## src/rtl/vector_addition_seq.sv

```systemverilog
// Sequential float32 vector add/subtract. LANES adders are time-multiplexed
// over NCHUNK cycles; start/busy/done handshake with back-to-back issue.

// Combinational IEEE-754 single-precision adder, round-to-nearest-even,
// subnormal inputs/outputs supported, NaN results returned as quiet 7FC00000.
module FloatingAddition (
  input  logic [31:0] a_i,
  input  logic [31:0] b_i,
  output logic [31:0] sum_o
);
  logic        a_nan, b_nan, a_inf, b_inf;
  logic        swap;
  logic [31:0] x, y;
  logic [7:0]  ex, ey, d;
  logic [26:0] mx, my, my_sh, m;
  logic [27:0] sum28;
  logic [4:0]  lz;
  logic [9:0]  e, sh;
  logic        inc;
  logic [24:0] m25;
  logic [31:0] res;

  // Align, add/subtract magnitudes, normalise, round, then override specials
  always_comb begin
    a_nan = (&a_i[30:23]) && (|a_i[22:0]);
    b_nan = (&b_i[30:23]) && (|b_i[22:0]);
    a_inf = (&a_i[30:23]) && !(|a_i[22:0]);
    b_inf = (&b_i[30:23]) && !(|b_i[22:0]);

    // x always carries the larger magnitude, so the difference is never negative
    swap = b_i[30:0] > a_i[30:0];
    x    = swap ? b_i : a_i;
    y    = swap ? a_i : b_i;
    ex   = (x[30:23] == 8'd0) ? 8'd1 : x[30:23];
    ey   = (y[30:23] == 8'd0) ? 8'd1 : y[30:23];
    mx   = {|x[30:23], x[22:0], 3'b000};
    my   = {|y[30:23], y[22:0], 3'b000};
    d    = ex - ey;

    // Bits shifted past the guard/round positions fold into the sticky bit
    if (d >= 8'd27) begin
      my_sh = {26'd0, |my};
    end else begin
      my_sh = (my >> d) | {26'd0, |(my & ((27'd1 << d) - 27'd1))};
    end

    if (x[31] == y[31]) sum28 = {1'b0, mx} + {1'b0, my_sh};
    else                sum28 = {1'b0, mx} - {1'b0, my_sh};

    e  = {2'b00, ex};
    lz = '0;
    sh = '0;
    if (sum28[27]) begin
      m = sum28[27:1] | {26'd0, sum28[0]};
      e = e + 10'd1;
    end else begin
      m  = sum28[26:0];
      lz = 5'd27;
      for (int unsigned i = 0; i < 27; i++) begin
        if (m[i]) lz = 5'(26 - i);
      end
      // Left shift stops at the minimum exponent, leaving a subnormal
      sh = ({5'd0, lz} < (e - 10'd1)) ? {5'd0, lz} : (e - 10'd1);
      m  = m << sh;
      e  = e - sh;
      if (!m[26]) e = 10'd0;
    end

    inc = m[2] & (m[1] | m[0] | m[3]);
    m25 = {1'b0, m[26:3]} + {24'd0, inc};
    if (m25[24]) begin
      e   = e + 10'd1;
      m25 = m25 >> 1;
    end else if ((e == 10'd0) && m25[23]) begin
      e = 10'd1;
    end

    if (e >= 10'd255)        res = {x[31], 8'hFF, 23'd0};
    else if (m25 == 25'd0)   res = (x[31] == y[31]) ? {x[31], 31'd0} : 32'd0;
    else                     res = {x[31], e[7:0], m25[22:0]};

    if (a_nan || b_nan || (a_inf && b_inf && (a_i[31] != b_i[31]))) res = 32'h7FC0_0000;
    else if (a_inf)                                                  res = a_i;
    else if (b_inf)                                                  res = b_i;

    sum_o = res;
  end
endmodule

module vector_addition_seq #(
  parameter int VLEN  = 4,
  parameter int LANES = 2
) (
  input  logic              clk,
  input  logic              rst,
  input  logic              start,
  input  logic              sub,
  input  logic [32*VLEN-1:0] A,
  input  logic [32*VLEN-1:0] B,
  output logic              busy,
  output logic              done,
  output logic [32*VLEN-1:0] result
);
  localparam int NCHUNK = (VLEN + LANES - 1) / LANES;
  localparam int KW     = (NCHUNK > 1) ? $clog2(NCHUNK) : 1;

  typedef enum logic [1:0] {IDLE, RUN, DONE} state_t;

  state_t               state_q, state_d;
  logic [KW-1:0]        k_q, k_d;
  logic [32*VLEN-1:0]   a_q, a_d, b_q, b_d, result_q, result_d;
  logic                 sub_q, sub_d;
  logic [32*LANES-1:0]  lane_a, lane_b, lane_sum;

  // Route the current chunk's latched operands onto the lanes; tail lanes idle at zero
  always_comb begin
    lane_a = '0;
    lane_b = '0;
    for (int unsigned i = 0; i < VLEN; i++) begin
      if (k_q == KW'(i / LANES)) begin
        lane_a[32*(i % LANES) +: 32] = a_q[32*i +: 32];
        lane_b[32*(i % LANES) +: 32] = b_q[32*i +: 32] ^ {sub_q, 31'd0};
      end
    end
  end

  for (genvar j = 0; j < LANES; j++) begin : g_lane
    FloatingAddition u_add (
      .a_i   (lane_a[32*j +: 32]),
      .b_i   (lane_b[32*j +: 32]),
      .sum_o (lane_sum[32*j +: 32])
    );
  end

  // Next-state, chunk counter, operand capture and result write-back
  always_comb begin
    state_d  = state_q;
    k_d      = k_q;
    a_d      = a_q;
    b_d      = b_q;
    sub_d    = sub_q;
    result_d = result_q;
    case (state_q)
      IDLE, DONE: begin
        state_d = IDLE;
        if (start) begin
          a_d     = A;
          b_d     = B;
          sub_d   = sub;
          k_d     = '0;
          state_d = RUN;
        end
      end
      RUN: begin
        for (int unsigned i = 0; i < VLEN; i++) begin
          if (k_q == KW'(i / LANES)) result_d[32*i +: 32] = lane_sum[32*(i % LANES) +: 32];
        end
        if (k_q == KW'(NCHUNK - 1)) state_d = DONE;
        else                        k_d     = k_q + KW'(1);
      end
      default: state_d = IDLE;
    endcase
  end

  // State and datapath registers with synchronous reset
  always_ff @(posedge clk) begin
    if (rst) begin
      state_q  <= IDLE;
      k_q      <= '0;
      a_q      <= '0;
      b_q      <= '0;
      sub_q    <= 1'b0;
      result_q <= '0;
    end else begin
      state_q  <= state_d;
      k_q      <= k_d;
      a_q      <= a_d;
      b_q      <= b_d;
      sub_q    <= sub_d;
      result_q <= result_d;
    end
  end

  assign busy   = (state_q == RUN);
  assign done   = (state_q == DONE);
  assign result = result_q;
endmodule
```

## config.mk

```make
export PLATFORM = sky130hd
export DESIGN_NAME = vector_addition_seq
export DESIGN_NICKNAME = d
export VERILOG_FILES = /design/src/rtl/vector_addition_seq.sv
export SDC_FILE = /design/constraint.sdc
export NUM_CORES = 2
export LEC_CHECK = 0
export ABC_AREA = 0
export CAP_MARGIN = 25
export CELL_PAD_IN_SITES_DETAIL_PLACEMENT = 0
export CELL_PAD_IN_SITES_GLOBAL_PLACEMENT = 2
export CORE_ASPECT_RATIO = 0.7
export CORE_UTILIZATION = 34
export DETAILED_ROUTE_END_ITERATION = 12
export PLACE_DENSITY = 0.89
export SYNTH_ARGS = -nofsm -noshare
export SYNTH_HDL_FRONTEND = slang
export SYNTH_SLANG_ARGS = --single-unit
```

## constraint.sdc

```tcl
create_clock -name clk -period 22 [get_ports clk]
set_clock_uncertainty 0.2 [all_clocks]
set_input_delay 4.4 -clock clk [delete_from_list [all_inputs] [get_ports clk]]
set_output_delay 4.4 -clock clk [all_outputs]
set_load 0.005 [all_outputs]
```

==> Word level (Yosys, flattened, before mapping) <==
Index checks and enable logic that the tools add are counted.
{ "word_totals": {"regBits": 388} }
{ "op_classes": {"magnitude_cmp": 8, "reduce_logical": 53, "n_eq_ne": 8, "n_bitwise": 17, "mux": 104, "shifts": 6, "addsub": 19} }
{ "ops": {"columns": ["op", "count"], "rows": [
  ["$mux W32", 20],
  ["$mux W5", 34],
  ["$xor A32 B32 Y32", 4],
  ["$mux W27", 4],
  ["$or A27 B1 Y27", 4],
  ["$mux W10", 10],
  ["$reduce_or A23 Y1", 4],
  ["$mux W4", 16],
  ["$gt A31 B31 Y1", 2],
  ["$reduce_or A31 Y1", 2],
  ["$add A27 B27 Y28", 2],
  ["$mux W28", 2],
  ["$sub A27 B27 Y28", 2],
  ["$and A27 B27 Y27", 2],
  ["$reduce_or A27 Y1", 2],
  ["$shl A1 B8 Y27 const A", 2],
  ["$shl A27 B10 Y27", 2],
  ["$shr A27 B8 Y27", 2],
  ["$sub A27 B1 Y27 const B", 2],
  ["$add A24 B1 Y25", 2],
  ["$logic_not A25 Y1", 2],
  ["$mux W24", 2],
  ["$logic_not A8 Y1", 4],
  ["$mux W8", 4],
  ["32 further kinds", 83]
]} }

==> Logic depth before layout (Yosys ltp) <==
{ "depth": {"depth_word": 59, "mapped_depth": 91, "depth_no_buf": 74} }

==> Modules after synthesis <==
Synthesis repeated with hierarchy kept, for this count alone.
{ "unflattened": {"cells_unflattened": 5789, "hier_area_um2": 41045.6} }
{ "modules_own_cells": {"columns": ["mod", "seq_area_each_um2", "area_per_inst_um2", "n_inst", "cells_per_inst"], "rows": [
  ["vector_addition_seq", 7767.4, 14878.0, 1, 1829],
  ["FloatingAddition at g_lane[0].u_add", 0.0, 13163.9, 1, 2008],
  ["FloatingAddition at g_lane[1].u_add", 0.0, 13003.7, 1, 1952]
]} }

==> Least setup slack after synthesis <==
No wires, ideal clock.
{ "synth_path": {"path_type": "register to register", "start": "register k_q", "end": "register result_q[100] (netlist: result[100])", "t_arrival_ns": 17.950, "n_path_buf": 17, "stages_incl_launch_ff": 76, "setup_slack_ns": 3.792, "setup_time_ns": 0.059, "cell_sequence": "dfxtp_1 buf_6 buf_6 buf_4 buf_6 buf_6 buf_2 buf_2 mux2i_1 ha_1 nand3b_1 a21oi_1 o31a_1 o21a_1 nor2_1 clkbuf_1 clkbuf_1 buf_1 [... 40 more ...] buf_4 mux2i_4 inv_2 buf_2 fa_1 mux2_2 a221o_1 maj3_1 xor2_1 a21oi_1 nor4_1 nand4_1 o31a_1 nor3_4 nand2_2 nor2_2 buf_6 a22o_1"} }
{ "synth_via": {"elab_chain_len": 58} }
{ "synth_rtl": {"columns": ["item", "line_no", "rtl"], "rows": [
  ["start, declared", "110", "logic [KW-1:0] k_q, k_d;"],
  ["start signal, assigned", "176", "k_q <= k_d;"],
  ["$mux W32", "120", "if (k_q == KW'(i / LANES)) begin"],
  ["$gt A31 B31 Y1", "31", "swap = b_i[30:0] > a_i[30:0];"],
  ["$mux W32 (on tied branches)", "32, 33", null],
  ["$logic_not A8 Y1 (on tied branches)", "34, 35", null],
  ["$mux W8 (on tied branches)", "34, 35", null],
  ["$sub A8 B8 Y8", "38", "d = ex - ey;"],
  ["$shl A1 B8 Y27", "44", "my_sh = (my >> d) | {26'd0, |(my & ((27'd1 << d) - 27'd1))};"],
  ["$sub A27 B1 Y27", "44", null],
  ["[... 42 more ...]", null, null],
  ["$logic_and A1 B1 Y1", "74", "end else if ((e == 10'd0) && m25[23]) begin"],
  ["$mux W10", "74", null],
  ["$mux W10", "71", "if (m25[24]) begin"],
  ["$ge A10 B8 Y1", "78", "if (e >= 10'd255) res = {x[31], 8'hFF, 23'd0};"],
  ["$mux W32", "78", null],
  ["$mux W32", "84", "else if (b_inf) res = b_i;"],
  ["$mux W32", "83", "else if (a_inf) res = a_i;"],
  ["$mux W32", "82", "if (a_nan || b_nan || (a_inf && b_inf && (a_i[31] != b_i[31]))) res = 32'h7FC0_0000;"],
  ["end signal, assigned", "180", "result_q <= result_d;"],
  ["end, declared", "111", "logic [32*VLEN-1:0] a_q, a_d, b_q, b_d, result_q, result_d;"]
]} }
Parallel ways exist; a longest one is shown, timed or not. The select of a mux whose other input is x is not followed.
A chain may end at the register's enable or synchronous reset.

==> Worst setup path after layout <==
{ "layout_path": {"start": "register k_q", "end": "register result_q[97] (netlist: result[97])"} }
The elaborated chain is that of the path after synthesis.

==> reports/results.txt <==
FP Rows: 104
Design Area, Final: 47,760 um^2
CP max stage cell: dfxtp_4
P&R area growth vs syn: 19.57%
Post-synth cell types: 125
Die ar.: 118,900 um^2
Cell taking the most area after synthesis: dfxtp_1
Clock tree from TritonCTS: done
Dominant synthesized flop cell: dfxtp_1
Clk Latency, worst-skew pair: 0.65 ns
Worst-Margin Slew: 1.244 ns
Crit-path max FO: 44
Chip height: 288.8 um
Final period util: 0.9420
Worst Hold Launch: a_q[104]
Die width: 411.7 um
Grt ovf: 0
Routed WL: 191.1 mm
Fin crit period: 20.72 ns
Worst-path clk slew: 0.06 ns
Clk root buf: clkbuf_16
Unrepaired setup endpoints after global routing: no
Initial antenna violation count: 14
Ys Warns: 0
Crit Path Class: flip-flop to flip-flop
Post-Route Utilization: 0.4129
Total track usage: 0.3078
Post-Syn Area: 39,940 um^2
CORE AREA: 115,700 um^2
Syn_area_per_cell: 6.942 um^2
Fin. max-slew vios: 0
Vias after detailed routing: 46.61k
Gate Count Post-Synth: 5,754
DR WL/cell: 25.09 um
Starting density of the core: 0.3453
Async S/R FF share, synth: 0
Post-DR vias/cell: 6.121
Setup TNS: 0 ns
Post-synthesis sequential area ratio: 0.1945
Num Clock Sinks: 388
Top delay family on crit path: simple AND/OR/NAND/NOR gates
Post-route DRC: 0
# IOs: 390
Post-CTS Setup Inserts: 0
Top cells by area, synth: dfxtp_1 (19%), nand2_1 (9.5%), a21oi_1 (7.7%), ha_1 (6.3%), nor2_1 (5.3%)
Max Cap Violations: 0
Most numerous cell in the Yosys netlist: nand2_1
Synth top area share: 0.1945
Worst Setup End Kind: flip-flop
Clock Path Buffers: 3
Synth Register Bits: 388
Highest clock rate: 48.25 MHz
Critical Path Start: k_q
Min Hold Slack: 0.2517 ns
DRT Pass-1 Iters: 9
Num CTS Buffers: 41
First-pass GRT wire length: 280.9 mm
WP buf/inv: 7
CP required: 22.32 ns
Worst Path Arrival: 21.04 ns
Largest net degree at the start of global routing: 166
Endpoints failing setup: 0
Hold crit path type: flip-flop to flip-flop
Post-synth EDFFs: 0
Crit path top cell by count: ha_1
Final HPWL DP: 152.9 mm
Status: complete, no violations
Placed Area: 46,170 um^2
Crit start category: flip-flop
PortBufs: 389
Placer Congestion: 1.060
Vias in the first global route: 41.99k
DR iter-0 viols: 6,201
Share of cells above drive strength 1: 0.08940
Headroom to the max-slew limit: 0.1594
Leading post-synthesis cells by instance count: nand2_1 (1,012), a21oi_1 (613), nor2_1 (562), dfxtp_1 (388), o21ai_0 (290)
Launching point of the worst reg2reg path: k_q
Nets: 6,509
Final Hold Vio Count: 0
Largest stage delay, worst path: 0.72 ns
Routed Antenna Nets: 0
H-Tree Depth: 2
==> worst register-to-register path: cells and delay by family, from the launching register on <==
| family | cells | cell delay, ns |
|---|---|---|
| XOR/XNOR | 2 | 0.96 |
| AND/OR/NAND/NOR | 25 | 7.85 |
| buffers and inverters | 7 | 1.84 |
| flip-flops | 1 | 0.72 |
| AO/OA/AOI/OAI | 17 | 5.02 |
| multiplexers | 6 | 1.97 |
| adder cells (fa/ha/maj) | 6 | 2.07 |
==> layout by cell type (no fill, tap or decap), drive strengths merged, types with 55 or more instances in the layout <==
cell	instances
dfxtp	388
clkdlybuf4s50	388
buf	236
inv	198
ha	200
o21ai	309
nand4	84
o211ai	74
nand3	136
nand2	1013
nand2b	55
nor3	143
xnor2	88
a211oi	97
a21oi	614
mux2	88
mux2i	187
nor2	564
nor4	61
==> cell families after synthesis <==
family | synth area share
AO/OA/AOI/OAI | 0.2955
flip-flops | 0.1945
adder cells (fa/ha/maj) | 0.06691
other | 0.00009388
multiplexers | 0.08761
XOR/XNOR | 0.02822
buffers and inverters | 0.05870
AND/OR/NAND/NOR | 0.2685
==> layer usage <==
layer	part of all wire	up-vias	track usage	wire length (um)
met4	0.016	12	0.05093	2976
met1	0.49	22320	0.4871	94370
met2	0.37	2489	0.4047	71520
li1	-	21610	-	-
met3	0.12	177	0.08177	22110
met5	0.00043	-	0	83
==> path summary, 6_finish.rpt <==
check	endpoint	slack, ns	cells after the start
hold / removal	a_q[104]	0.25	2
hold reg to reg	a_q[104]	0.25	2
setup reg to reg	result[97]	1.28	63
setup / recovery	result[97]	1.28	63
==> cell type report <==
class	count	area, um^2
clock inverters	20	391.6
inverters	196	735.7
flip-flops and latches	388	7771
clock buffers	54	1135
fillers	12200	67920
well taps	1537	1923
diodes	3	7.507
multi-input cells	4792	30000
repair buffers	624	5797
==> timing repair <==
item / CTS / global route
hold buffers: 0 / 0
setup endpoints to repair: 0 / 55
gates resized for setup: 0 / 2
==> registers in the layout (all words and copies together), names as in the netlist <==
register,count
a_q,128
b_q,128
k_q,1
result,128
state_q,2
sub_q,1
==> through the flow <==
stage / setup WS, ns / std cells
after global placement: 1.115 / 7526
after detailed placement: 0.9628 / 7531
after CTS: 0.8967 / 7605
after floorplan: 3.792 / 5755
after global routing: 0.1398 / 7614
final: 1.276 / 7614
Power is left out: the tool's default activity adds up to more than one toggle a clock period on the data nets, which glitch-free logic cannot reach.
